## src/rtl/text_writer_pkg.sv

```systemverilog
// rtl/text_writer_pkg.sv - shared constants, widths and state encoding for the text writer
// Purpose: screen geometry, derived address widths, ASCII control codes and FSM states.
// Ports:   none (package).
package text_writer_pkg;

  localparam int COLS       = 128;  // 1024 px / 8 px glyph
  localparam int ROWS       = 48;   // 768 px / 16 px glyph
  localparam int CHAR_WIDTH = 8;

  // Ceiling log2, usable in constant expressions.
  function automatic int log2(input int value);
    int r;
    r = 0;
    for (int i = 0; i < 31; i++) begin
      if ((1 << i) < value) r = i + 1;
    end
    return r;
  endfunction

  localparam int COL_W  = log2(COLS);
  localparam int ROW_W  = log2(ROWS);
  localparam int ADDR_W = COL_W + ROW_W;
  localparam int CELLS  = COLS * ROWS;

  localparam logic [CHAR_WIDTH-1:0] CH_SPACE = CHAR_WIDTH'('h20);
  localparam logic [CHAR_WIDTH-1:0] CH_CR    = CHAR_WIDTH'('h0D);
  localparam logic [CHAR_WIDTH-1:0] CH_LF    = CHAR_WIDTH'('h0A);
  localparam logic [CHAR_WIDTH-1:0] CH_BS    = CHAR_WIDTH'('h08);
  localparam logic [CHAR_WIDTH-1:0] CH_DEL   = CHAR_WIDTH'('h7F);

  typedef enum logic [1:0] {
    ST_CLR_ALL = 2'd0,
    ST_CLR_ROW = 2'd1,
    ST_IDLE    = 2'd2
  } state_e;

endpackage

```

## src/rtl/text_writer_if.sv

```systemverilog
// rtl/text_writer_if.sv - character stream and buffer write port bundle
// Purpose: groups the character handshake, clear request, buffer write port and status.
// Ports:   master = host side (drives char_valid/char_in/clear),
//          slave  = writer side (drives char_ready, buf_*, cursor_*, busy).
interface text_writer_if;
  import text_writer_pkg::*;

  logic                  char_valid;
  logic [CHAR_WIDTH-1:0] char_in;
  logic                  char_ready;
  logic                  clear;
  logic                  buf_we;
  logic [ADDR_W-1:0]     buf_addr;
  logic [CHAR_WIDTH-1:0] buf_data;
  logic [COL_W-1:0]      cursor_x;
  logic [ROW_W-1:0]      cursor_y;
  logic                  busy;

  modport master (
    output char_valid, char_in, clear,
    input  char_ready, buf_we, buf_addr, buf_data, cursor_x, cursor_y, busy
  );

  modport slave (
    input  char_valid, char_in, clear,
    output char_ready, buf_we, buf_addr, buf_data, cursor_x, cursor_y, busy
  );

endinterface

```

## src/rtl/text_writer_clear_seq.sv

```systemverilog
// rtl/text_writer_clear_seq.sv - address counter for row and full-screen clears
// Purpose: steps one address per cycle, either across one row or the whole buffer.
// Ports:   clk, reset (async, active-low), start (load 0 and run), start_full (mode
//          sampled with start), row (fixed row for row mode), addr, active, done
//          (high in the cycle the last address is presented).
module text_writer_clear_seq
  import text_writer_pkg::*;
(
  input  logic              clk,
  input  logic              reset,
  input  logic              start,
  input  logic              start_full,
  input  logic [ROW_W-1:0]  row,
  output logic [ADDR_W-1:0] addr,
  output logic              active,
  output logic              done
);

  logic [ADDR_W-1:0] cnt_q, cnt_d;
  logic              active_q, active_d;
  logic              full_q, full_d;
  logic              at_last;

  assign at_last = full_q ? (cnt_q == ADDR_W'(CELLS - 1))
                          : (cnt_q == ADDR_W'(COLS - 1));

  always_comb begin
    cnt_d    = cnt_q;
    active_d = active_q;
    full_d   = full_q;
    if (start) begin
      cnt_d    = '0;
      active_d = 1'b1;
      full_d   = start_full;
    end else if (active_q) begin
      if (at_last) begin
        cnt_d    = '0;
        active_d = 1'b0;
      end else begin
        cnt_d = cnt_q + ADDR_W'(1);
      end
    end
  end

  // Row mode keeps the row bits from the caller and walks only the column bits.
  assign addr   = full_q ? cnt_q : {row, cnt_q[COL_W-1:0]};
  assign active = active_q;
  assign done   = active_q && at_last && !start;

  // Out of reset the buffer contents are unknown, so a full clear is already running.
  always_ff @(posedge clk or negedge reset) begin
    if (!reset) begin
      cnt_q    <= '0;
      active_q <= 1'b1;
      full_q   <= 1'b1;
    end else begin
      cnt_q    <= cnt_d;
      active_q <= active_d;
      full_q   <= full_d;
    end
  end

endmodule

```

## src/rtl/text_writer.sv

```systemverilog
// rtl/text_writer.sv - console-style writer into the character screen buffer
// Purpose: consumes one character per handshake, interprets CR/LF/BS, tracks the
//          cursor and issues registered single-cycle buffer writes; runs full and
//          row clears through text_writer_clear_seq.
// Ports:   clk, reset (async, active-low), tw (slave side of text_writer_if).
module text_writer
  import text_writer_pkg::*;
(
  input  logic         clk,
  input  logic         reset,
  text_writer_if.slave tw
);

  state_e                state_q, state_d;
  logic [COL_W-1:0]      x_q, x_d;
  logic [ROW_W-1:0]      y_q, y_d;
  logic                  we_q, we_d;
  logic [ADDR_W-1:0]     addr_q, addr_d;
  logic [CHAR_WIDTH-1:0] data_q, data_d;

  logic                  seq_start;
  logic                  seq_full;
  logic [ADDR_W-1:0]     seq_addr;
  logic                  seq_active;
  logic                  seq_done;

  logic [CHAR_WIDTH-1:0] c;
  logic                  col_last;
  logic                  row_last;
  logic                  adv_row;

  assign c        = tw.char_in;
  assign col_last = (x_q == COL_W'(COLS - 1));
  assign row_last = (y_q == ROW_W'(ROWS - 1));

  text_writer_clear_seq u_clear_seq (
    .clk        (clk),
    .reset      (reset),
    .start      (seq_start),
    .start_full (seq_full),
    .row        (y_q),
    .addr       (seq_addr),
    .active     (seq_active),
    .done       (seq_done)
  );

  always_comb begin
    state_d   = state_q;
    x_d       = x_q;
    y_d       = y_q;
    we_d      = 1'b0;
    addr_d    = addr_q;
    data_d    = data_q;
    seq_start = 1'b0;
    seq_full  = 1'b0;
    adv_row   = 1'b0;

    case (state_q)
      ST_IDLE: begin
        // clear has priority; char_ready is low so the character stays pending.
        if (tw.clear) begin
          state_d   = ST_CLR_ALL;
          seq_start = 1'b1;
          seq_full  = 1'b1;
        end else if (tw.char_valid) begin
          if (c == CH_CR) begin
            x_d = '0;
          end else if (c == CH_LF) begin
            adv_row = 1'b1;
          end else if (c == CH_BS) begin
            if (x_q != '0) begin
              x_d    = x_q - COL_W'(1);
              we_d   = 1'b1;
              addr_d = {y_q, x_q - COL_W'(1)};
              data_d = CH_SPACE;
            end else if (y_q != '0) begin
              x_d    = COL_W'(COLS - 1);
              y_d    = y_q - ROW_W'(1);
              we_d   = 1'b1;
              addr_d = {y_q - ROW_W'(1), COL_W'(COLS - 1)};
              data_d = CH_SPACE;
            end
          end else if ((c >= CH_SPACE) && (c != CH_DEL)) begin
            we_d   = 1'b1;
            addr_d = {y_q, x_q};
            data_d = c;
            if (col_last) begin
              x_d     = '0;
              adv_row = 1'b1;
            end else begin
              x_d = x_q + COL_W'(1);
            end
          end
        end
      end

      default: begin
        // A clear request during any clear sequence restarts a full clear at 0;
        // no write is issued in the restart cycle.
        if (tw.clear) begin
          state_d   = ST_CLR_ALL;
          seq_start = 1'b1;
          seq_full  = 1'b1;
        end else if (seq_active) begin
          we_d   = 1'b1;
          addr_d = seq_addr;
          data_d = CH_SPACE;
          if (seq_done) begin
            state_d = ST_IDLE;
            if (state_q == ST_CLR_ALL) begin
              x_d = '0;
              y_d = '0;
            end
          end
        end
      end
    endcase

    // Wrapping past the bottom row scrolls back to row 0, which must be blanked;
    // the sequencer reads y_q, already 0 by the time it starts stepping.
    if (adv_row) begin
      if (row_last) begin
        y_d       = '0;
        state_d   = ST_CLR_ROW;
        seq_start = 1'b1;
      end else begin
        y_d = y_q + ROW_W'(1);
      end
    end
  end

  always_ff @(posedge clk or negedge reset) begin
    if (!reset) begin
      state_q <= ST_CLR_ALL;
      x_q     <= '0;
      y_q     <= '0;
      we_q    <= 1'b0;
      addr_q  <= '0;
      data_q  <= '0;
    end else begin
      state_q <= state_d;
      x_q     <= x_d;
      y_q     <= y_d;
      we_q    <= we_d;
      addr_q  <= addr_d;
      data_q  <= data_d;
    end
  end

  assign tw.char_ready = (state_q == ST_IDLE) && !tw.clear;
  assign tw.busy       = (state_q != ST_IDLE);
  assign tw.buf_we     = we_q;
  assign tw.buf_addr   = addr_q;
  assign tw.buf_data   = data_q;
  assign tw.cursor_x   = x_q;
  assign tw.cursor_y   = y_q;

endmodule
```

## src/flat_wrapper.sv

```systemverilog
// flat-port wrapper written by rule: the top's interface ports become plain ports
module text_writer_flat import text_writer_pkg::*;
  (clk, reset, tw_char_valid, tw_char_in, tw_clear, tw_char_ready, tw_buf_we, tw_buf_addr, tw_buf_data, tw_cursor_x, tw_cursor_y, tw_busy);
  text_writer_if tw_i ();
  input  logic clk;
  input  logic reset;
  input wire logic [$bits(tw_i.char_valid)-1:0] tw_char_valid;
  input wire logic [$bits(tw_i.char_in)-1:0] tw_char_in;
  input wire logic [$bits(tw_i.clear)-1:0] tw_clear;
  output wire logic [$bits(tw_i.char_ready)-1:0] tw_char_ready;
  output wire logic [$bits(tw_i.buf_we)-1:0] tw_buf_we;
  output wire logic [$bits(tw_i.buf_addr)-1:0] tw_buf_addr;
  output wire logic [$bits(tw_i.buf_data)-1:0] tw_buf_data;
  output wire logic [$bits(tw_i.cursor_x)-1:0] tw_cursor_x;
  output wire logic [$bits(tw_i.cursor_y)-1:0] tw_cursor_y;
  output wire logic [$bits(tw_i.busy)-1:0] tw_busy;
  assign tw_i.char_valid = tw_char_valid;
  assign tw_i.char_in = tw_char_in;
  assign tw_i.clear = tw_clear;
  assign tw_char_ready = tw_i.char_ready;
  assign tw_buf_we = tw_i.buf_we;
  assign tw_buf_addr = tw_i.buf_addr;
  assign tw_buf_data = tw_i.buf_data;
  assign tw_cursor_x = tw_i.cursor_x;
  assign tw_cursor_y = tw_i.cursor_y;
  assign tw_busy = tw_i.busy;
  text_writer u_core (.clk(clk), .reset(reset), .tw(tw_i));
endmodule
```

## config.mk

```make
export PLATFORM = sky130hd
export DESIGN_NAME = text_writer_flat
export DESIGN_NICKNAME = d
export VERILOG_FILES = /design/src/rtl/text_writer_pkg.sv /design/src/rtl/text_writer_if.sv /design/src/rtl/text_writer_clear_seq.sv /design/src/rtl/text_writer.sv /design/src/flat_wrapper.sv
export SDC_FILE = /design/constraint.sdc
export NUM_CORES = 1
export LEC_CHECK = 0
export ABC_AREA = 0
export BUFFER_PORTS_ARGS = -buffer_cell sky130_fd_sc_hd__buf_2
export CAP_MARGIN = 0
export CORE_MARGIN = 2
export CORE_UTILIZATION = 50
export CTS_BUF_LIST = sky130_fd_sc_hd__clkbuf_8
export DETAILED_ROUTE_END_ITERATION = 7
export PLACE_DENSITY = 0.76
export SYNTH_ARGS = -nofsm -noshare
export SYNTH_HDL_FRONTEND = slang
export SYNTH_SLANG_ARGS = --single-unit
```

## constraint.sdc

```tcl
create_clock -name clk -period 2.5 [get_ports clk]
set_input_delay 0.25 -clock clk [delete_from_list [all_inputs] [get_ports clk]]
set_output_delay 0.25 -clock clk [all_outputs]
set_load 0.03 [all_outputs]
```

==> out/metrics.cfg <==
[worst_setup_path]
ff2ff_path_depth = 7
worst_setup_path_start_kind = flop
worstPathCellList = ha_1 > nand3_1 > or3_4 > o21ai_2 > nand2_1 > a21o_1 > a221o_1
arrival_ns = 2.50
cp_data_required_time_ns = 2.70
r2r_end = u_core.tw.cursor_y[4]
worst_path_max_delay_cell = dfrtp_2
rrSetupSlack_ns = 0.21
worstSetupPathType = flop to flop
endpoint_kind = flop
slowest_delay_ns = 0.44
reg2reg_from = u_core.tw.cursor_x[1]
worstPathMaxFanout = 8

[routing]
detail_route.iter0.violations = 336
vias_per_cell = 6.18
routedWlPerCell_um = 16.5
dr.pass1.iters = 6
totalWireLength_um = 8930
drcViolationCount = 0
vias = 3345
drtAntennaViolNets = 0

[timing]
setup_viol = 0
period_needed_ns = 2.29
maxSlewViolCount = 0
slew_headroom_pct = 55.2
rsz0062_at_grt = false
final-hold-violation-count = 0
fin_crit_sh_pct = 91.7
skew_ns = 0.0131
clock.fmax_mhz = 436
worst_pin_slew_ns = 0.672
tns_ns = 0

[floorplanning]
core_mm2 = 0.00676
ios = 49
die-area_mm2 = 0.00760
start_util_pct = 51.2
fp.dieW_um = 87.2
placementRows = 30
die_h_um = 87.2

[clock_tree]
cts_tree = done
clock-root-buffer = clkbuf_8
clk_pin_slew_ns = 0.11
cts-htree-levels = 2
clock_latency_ns = 0.32
cts_hold_buffers = 0
cts_setup_buffers = 0
clk_path_buf_depth = 2
cts_buffers = 5
cts.sinks = 52

[synth]
synth.most_common_cell = nand2_1
synth_cell_types = 76
ys_async_sr_fraction_pct = 100
yosysTopAreaCell = dfrtp_1
netlist_area_mm2 = 0.00346
synth-main-ff-cell = dfrtp_1
synth_top_area_share_pct = 36.2
ys_warn_count = 0
synth_edf_count = 0
ys_seq_area_share_pct = 37.7
syn-instance-count = 405
ys_top_cells_by_area = dfrtp_1 (36%), nand2_1 (6.8%), o21ai_0 (4.9%), nor2_1 (4.0%), nand3_1 (2.7%)
avgSynthCellArea_um2 = 8.55
synthTopCellsByCount = nand2_1 (63), dfrtp_1 (50), nor2_1 (37), o21ai_0 (34), nand3_1 (19)
synth-seq-cells = 52
synth_nets = 423

[flow_run]
cap_violations = 0

[grt]
overflow = 0
antenna_found_initial = 0
grt_max_degree = 53
grt_pass1_wl_um = 14600
grt.total_usage_pct = 23.8
first_global_vias = 2994

[place]
hpwl_um = 6540
gp_congestion = 0.894
dpl.cell_count = 533
port_buffers = 48

[finish]
multi_input_area_mm2 = 0.00197
final_nets = 478
syn_to_final_growth_pct = 13.4
stdcell_count = 541
n_antenna_cell = 0
drive_above_1_share_pct = 23.0
fill_cells = 604
regArea_mm2 = 0.00131

[power_and_ir_drop]
powerDensity_mw_per_mm2 = 417
peakVddDrop_uv = 184
leakage_nw = 1.72

[run_status]
status = finished clean

[min_path]
hold_path.class = primary input to asynchronous set/reset pin

## what timing repair did
action,CTS,global route
endpoints found under the setup margin,0,3
hold endpoints to repair,0,0
gates resized for setup,0,3
## flip-flops by register name, summed over array words and instances, names as in the netlist
register                   count
u_core.tw.buf_addr            13
u_core.u_clear_seq.cnt_q      13
u_core.tw.buf_data             8
u_core.tw.cursor_x             7
u_core.tw.cursor_y             6
u_core.state_q                 2
u_core.tw.buf_we               1
u_core.u_clear_seq.active      1
u_core.u_clear_seq.full_q      1
## layer usage
metal	up-vias	GRT usage, %	share of wire [%]
met5	-	0	0
met4	0	6.57	1.4
met3	18	4.17	6.7
met2	150	37.4	47
met1	1587	34.0	45
li1	1590	-	-
## cells in the final DEF (no fill, tap or decap), types with 3 or more instances in the layout
cell type / count
a21o_1: 3
a21oi_1: 15
a22oi_1: 4
a31oi_1: 10
and2_1: 3
and3_1: 6
buf_2: 48
buf_4: 21
clkbuf_8: 5
dfrtp_1: 48
ha_1: 6
inv_1: 13
mux2i_1: 7
nand2_1: 63
nand3_1: 19
nand3b_1: 6
nand4_1: 7
nor2_1: 37
nor3_1: 14
o211ai_1: 5
o21a_1: 3
o21ai_0: 34
o31a_1: 3
o31ai_1: 4
xnor2_1: 5
xor2_1: 3
## worst max path at each step
stage	depth (start not counted)	end	from	slack (ns)
2_1_floorplan	7	u_core.tw.cursor_y[0]	u_core.tw.cursor_x[0]	0.09
3_3_place_gp	7	u_core.tw.cursor_y[0]	u_core.tw.cursor_x[1]	0.29
3_5_place_dp	7	u_core.tw.cursor_y[4]	u_core.tw.cursor_x[1]	0.22
4_1_cts	7	u_core.tw.cursor_y[0]	u_core.tw.cursor_x[1]	0.19
5_1_grt	7	u_core.tw.cursor_y[4]	u_core.tw.cursor_x[0]	0.04
6_report	7	u_core.tw.cursor_y[4]	u_core.tw.cursor_x[1]	0.21
## cells by family (layout without fill, tap and decap cells)
kind of cell	after synthesis	after routing	synth area share [%]
muxes	8	8	2.35
adders and majority gates	6	6	2.17
xor gates and xnor gates	8	8	2.02
buffers and inverters	36	92	5.50
DFF	52	52	37.7
AOI/OAI and AO/OA	113	113	22.8
and+or+nand+nor	182	182	27.4
## metrics by stage
step / area, um^2 / utilization [%] / power (mW) / hold WS, ns / setup slack (ns)
detailed placement: 3820 / 56.6 / 1.13 / 0.412 / 0.218
global route: 3930 / 58.1 / 1.71 / 0.113 / 0.0406
CTS: 3920 / 58.0 / 1.65 / 0.0668 / 0.189
global placement: 3820 / 56.6 / 1.13 / 0.410 / 0.290
finish: 3930 / 58.1 / 1.64 / 0.0463 / 0.207
floorplan: 3460 / - / 1.04 / -0.0456 / 0.0891
## layout make-up
cell class / count / share of cell area (%)
Clock inverter: 3 / 0.669
Multi-Input combinational cell: 317 / 50.2
Sequential cell: 52 / 33.3
Clock buffer: 5 / 1.75
Timing Repair Buffer: 69 / 10.1
Inverter: 15 / 1.43
Tap cell: 80 / 2.55
## critical path, delay by kind of cell (launching register included)
kind	cells	cell delay (ns)
and+or+nand+nor	3	0.72
adders and majority gates	1	0.21
AOI/OAI and AO/OA	3	0.80
DFF	1	0.44
## where the power goes
group          leakage, nW  internal [mW]  switching (mW)
logic                0.984         0.0748           0.156
registers            0.685          0.864          0.0246
clock network       0.0491          0.207           0.312
total                 1.72           1.15           0.493
(Power assumes the default switching activity.)
